===== src/rtl/seq_pkg.sv =====
// Shared definitions for the serial burst generator/detector pair: FSM states
// and the default framing constants both ends must agree on.
package seq_pkg;

   typedef enum logic {
      IDLE  = 1'b0,
      MATCH = 1'b1
   } state_e;

   localparam int                         SEQ_QUIET_LEN = 5;
   localparam int                         SEQ_PAT_LEN   = 4;
   localparam logic [SEQ_PAT_LEN-1:0]     SEQ_PATTERN   = 4'b1010;

endpackage : seq_pkg


===== src/rtl/seq_burst_det.sv =====
// Serial burst receiver: hunts for a quiet run of zeros followed by the marker
// pattern, pulses detect/err per burst and keeps a saturating detection count.
module seq_burst_det
   import seq_pkg::*;
#(
   parameter int                 QUIET_LEN = SEQ_QUIET_LEN,
   parameter int                 PAT_LEN   = SEQ_PAT_LEN,
   parameter logic [PAT_LEN-1:0] PATTERN   = SEQ_PATTERN,
   parameter int                 CNT_W     = 8
) (
   input  logic             clk,
   input  logic             rst,
   input  logic             din,
   input  logic             clr,
   output logic             detect,
   output logic             err,
   output logic             busy,
   output logic [CNT_W-1:0] det_count
);

   localparam int                ZRUN_W    = $clog2(QUIET_LEN + 1);
   localparam int                IDX_W     = (PAT_LEN > 1) ? $clog2(PAT_LEN) : 1;
   localparam logic [ZRUN_W-1:0] ZRUN_FULL = ZRUN_W'(QUIET_LEN);
   localparam logic [IDX_W-1:0]  IDX_LAST  = IDX_W'(PAT_LEN - 1);

   state_e             state_q, state_d;
   logic [ZRUN_W-1:0]  zrun_q, zrun_d;
   logic [IDX_W-1:0]   idx_q, idx_d;
   logic               detect_q, detect_d;
   logic               err_q, err_d;
   logic               busy_q, busy_d;
   logic [CNT_W-1:0]   cnt_q, cnt_d;

   logic [IDX_W-1:0]   bit_sel;
   logic               exp_bit;
   logic [ZRUN_W-1:0]  zrun_exit;

   // The marker is sent MSB first, so idx counts down from the top bit.
   assign bit_sel   = IDX_LAST - idx_q;
   assign exp_bit   = PATTERN[bit_sel];
   // A 0 that ends a marker attempt is already the first quiet zero.
   assign zrun_exit = din ? '0 : ZRUN_W'(1);

   // NOTE: every signal assigned below gets a default first, so no path can
   // leave it unassigned and infer a latch.
   always_comb begin
      state_d  = state_q;
      zrun_d   = zrun_q;
      idx_d    = idx_q;
      detect_d = 1'b0;
      err_d    = 1'b0;
      cnt_d    = cnt_q;

      unique case (state_q)
         IDLE: begin
            if (din) begin
               zrun_d = '0;
               if (zrun_q == ZRUN_FULL) begin
                  state_d = MATCH;
                  idx_d   = IDX_W'(1);
               end
            end else if (zrun_q != ZRUN_FULL) begin
               zrun_d = zrun_q + ZRUN_W'(1);
            end
         end

         MATCH: begin
            if (din != exp_bit) begin
               err_d   = 1'b1;
               state_d = IDLE;
               idx_d   = '0;
               zrun_d  = zrun_exit;
            end else if (idx_q == IDX_LAST) begin
               detect_d = 1'b1;
               state_d  = IDLE;
               idx_d    = '0;
               zrun_d   = zrun_exit;
               if (cnt_q != '1) begin
                  cnt_d = cnt_q + CNT_W'(1);
               end
            end else begin
               idx_d = idx_q + IDX_W'(1);
            end
         end

         default: begin
            state_d = IDLE;
            idx_d   = '0;
            zrun_d  = '0;
         end
      endcase

      // Clear takes priority over a detection landing on the same edge.
      if (clr) begin
         cnt_d = '0;
      end

      busy_d = (state_d == MATCH);
   end

   // NOTE: state is updated with non-blocking assignments so every flop samples
   // the pre-edge values, independent of statement order.
   always_ff @(posedge clk or negedge rst) begin
      if (!rst) begin
         state_q  <= IDLE;
         zrun_q   <= '0;
         idx_q    <= '0;
         detect_q <= 1'b0;
         err_q    <= 1'b0;
         busy_q   <= 1'b0;
         cnt_q    <= '0;
      end else begin
         state_q  <= state_d;
         zrun_q   <= zrun_d;
         idx_q    <= idx_d;
         detect_q <= detect_d;
         err_q    <= err_d;
         busy_q   <= busy_d;
         cnt_q    <= cnt_d;
      end
   end

   assign detect    = detect_q;
   assign err       = err_q;
   assign busy      = busy_q;
   assign det_count = cnt_q;

endmodule : seq_burst_det


===== config.mk =====
export PLATFORM = sky130hd
export DESIGN_NAME = seq_burst_det
export DESIGN_NICKNAME = d
export VERILOG_FILES = /design/src/rtl/seq_pkg.sv /design/src/rtl/seq_burst_det.sv
export SDC_FILE = /design/constraint.sdc
export NUM_CORES = 1
export LEC_CHECK = 0
export CAP_MARGIN = 20
export CORE_AREA = 2 2 52 64
export DETAILED_ROUTE_END_ITERATION = 7
export DIE_AREA = 0 0 54 66
export HOLD_SLACK_MARGIN = 0.05
export PLACE_DENSITY_LB_ADDON = 0.25
export SYNTH_ARGS = -nofsm -noshare
export SYNTH_HDL_FRONTEND = slang
export SYNTH_SLANG_ARGS = --single-unit

===== constraint.sdc =====
create_clock -name clk -period 2.1 [get_ports clk]
set_input_delay 0.315 -clock clk [delete_from_list [all_inputs] [get_ports clk]]
set_output_delay 0.315 -clock clk [all_outputs]
set_load 0.01 [all_outputs]

==> summary.md <==
| Metric | Value |
|---|---|
| Share of the synthesized area in the top cell type | `between 40% and 50%` |
| Total track usage | `12.9%` |
| Vias in the first global route | `between 700 and 800` |
| Final cycle utilization of the critical path | `86.3%` |
| Routability cong. | `between 0.7 and 0.8` |
| Ys flop type | `dfrtp_1` |
| Buffer count from post-CTS setup fixing | `0` |
| Post-synth net total | `99` |
| Filler cell count | `310` |
| RSZ-0062 raised after global routing | `false` |
| Multi-input logic area | `475 sq um` |
| Placed Cells incl. Taps | `140` |
| Worst setup margin | `0.288 ns` |
| Area occupied by registers | `400 sq um` |
| HPWL after DPL | `1310 um` |
| Placement Setup Slack | `0.161 ns` |
| Final Non-Filler Cells | `143` |
| Routed Antenna Nets | `0` |
| Vias after detailed routing | `732` |
| WP data arrival | `1.99 ns` |
| # setup viols final | `0` |
| Cells after Synth | `around 90` |
| Syn. warnings | `0` |
| Vias/cell | `5.12` |
| First-pass GRT wire length | `around 3300 um` |
| Number of synthesized flops with an enable pin | `0` |
| Grt ovf | `0` |
| Input/output buffers | `14` |
| Clock Sinks | `16` |
| Max Buffers Root-to-Sink | `2` |
| CP Max Fanout | `4` |
| H-tree depth | `1` |
| Initial core utilization | `30.3%` |
| Core ar. | `a little under 3000 sq um` |
| Power Dens Cells | `622 nW/um^2` |
| Clk_lat worst skew | `0.28 ns` |
| CTS tree | `built` |
| Final hold violations | `0` |
| Initial antenna violation count | `0` |
| Setup TNS | `0 ns` |
| Hold Worst Slack | `0.350 ns` |
| Die area | `3560 sq um` |
| Ant. Diodes | `0` |
| Crit. Startpoint | `idx_q[0]$_DFFE_PN0P_` |
| Area delta synth->final | `24.2%` |
| Distinct cells, synth | `38` |
| Max Freq | `0.552 GHz` |
| Clock Skews | `0.000919 ns` |
| Clock-pin slew on the worst setup and hold paths | `0.09 ns` |
| Slew @ Worst Pin | `0.437 ns` |
| Ys async rst share | `100%` |
| Largest net degree at the start of global routing | `17` |
| Share of cells above drive strength 1 | `12.1%` |
| DRT Pass-1 Iters | `4` |
| IO Count | `15` |
| Hold/Removal Path Class | `input pin to asynchronous set/reset pin` |
| CP Capture Type | `flop` |
| Startpoint type of the worst setup path | `flop` |
| Residual DRC | `0` |
| Static Leak | `0.491 nW` |
| Row count | `22` |
| Final WL | `1850 um` |
| Number of buffers created by CTS | `3` |
| Required time of the worst setup path | `2.28 ns` |
| Main area contributors after synthesis | `dfrtp_1 45%, ha_1 8.3%, nand2_1 2.9%` |
| Avg Inst Size Synth | `10.1 sq um` |
| Drt wl/cell | `12.9 um` |
| Most frequent cells in the layout | `16 x dfrtp_1, 14 x clkdlybuf4s50_1, 7 x nor2_1, 7 x nand2_1, 6 x ha_1` |
| Width of the die | `54 um` |
| Synth Register Bits | `16` |
| Synth Cell Area | `900 sq um` |
| Slew HR | `70.6%` |
| Seq/Total Area, Yosys | `44.5%` |
| Kind of critical path | `flop to flop` |
| Final Critical Period | `1.81 ns` |
| Count of max-cap constraint violations | `0` |
| Drt initial violations | `29` |
| Pins Over Slew Limit | `0` |
| R2r startpoint | `idx_q[0]$_DFFE_PN0P_` |
| Peak supply drop | `0.000449 V` |
| Root Driver | `clkbuf_4` |
| Die Y | `66 um` |
| Most common cell after layout, fill and taps aside | `dfrtp_1` |
| Largest area contributor in the netlist | `dfrtp_1` |
| Nets | `119` |
| Cts hold-fix bufs | `0` |
| Status | `finished, final reports clean` |
| PostCTS Resize Cnt | `0` |
[final timing paths]
kind / to / slack [ns] / cells after the start
worst max-delay path: det_count[0]$_DFFE_PN0P_ / 0.29 / 6
min in group clk: idx_q[0]$_DFFE_PN0P_ / 0.54 / 1
worst max register to register: det_count[0]$_DFFE_PN0P_ / 0.29 / 6
max in group asynchronous: detect$_DFF_PN0_ / 1.56 / 2
worst min-delay path: det_count[4]$_DFFE_PN0P_ / 0.35 / 2
worst min register to register: idx_q[0]$_DFFE_PN0P_ / 0.54 / 1
[cells by family after synthesis]
family	count (synthesis)	share of synthesized area, %
and+or+nand+nor	35	22.4
xor gates and xnor gates	1	0.974
adders and majority gates	6	8.34
DFF	16	44.5
AOI/OAI and AO/OA	23	17.5
buffers and inverters	5	2.64
muxes	3	3.62
[flip-flops by register name, indices dropped and copies added, names as in the netlist]
register,cells
det_count,8
zrun_q,3
idx_q,2
busy,1
detect,1
err,1
[layout make-up]
type	instances	area share [%]
inverters	3	1.01
flip-flops and latches	16	35.8
well taps	36	4.03
repair buffers	17	14.6
clock buffers	3	2.02
multi-input cells	68	42.6
[cells in the mapped netlist (3+ instances only)]
master / number
dfrtp_1: 16
nand2_1: 7
nor2_1: 7
ha_1: 6
a21oi_1: 4
a41oi_1: 3
inv_1: 3
nor2b_1: 3
o21ai_0: 3
o22ai_1: 3
[report_power, final]
group | internal [mW] | switching [mW] | total (mW)
clock | 0.0666 | 0.0958 | 0.162
combinational | 0.0711 | 0.0951 | 0.166
sequential | 0.336 | 0.0300 | 0.366
total | 0.474 | 0.221 | 0.695
[stage by stage]
step	power, mW	util, %	area, sq um
detailed placement	0.537	36.8	1090
floorplan	0.489	-	900
global placement	0.534	36.8	1090
finish	0.695	37.6	1120
CTS	0.704	37.6	1120
global route	0.750	37.6	1120
[critical path, stage by stage (launching register included)]
cell and delay [ns]:
dfrtp_1 0.39, inv_1 0.07, ha_1 0.22, nor3_2 0.28
o211a_1 0.23, and2b_1 0.18, mux2_2 0.33
[routing by layer]
layer | global-route usage, % | vias to the layer above | routed length (um)
li1 | - | 365 | -
met1 | 16.7 | 349 | 871
met2 | 19.4 | 14 | 852
met3 | 3.39 | 4 | 92
met4 | 6.25 | 0 | 28
met5 | 0 | - | 0
No activity file was read; power rests on OpenSTA's default activity.
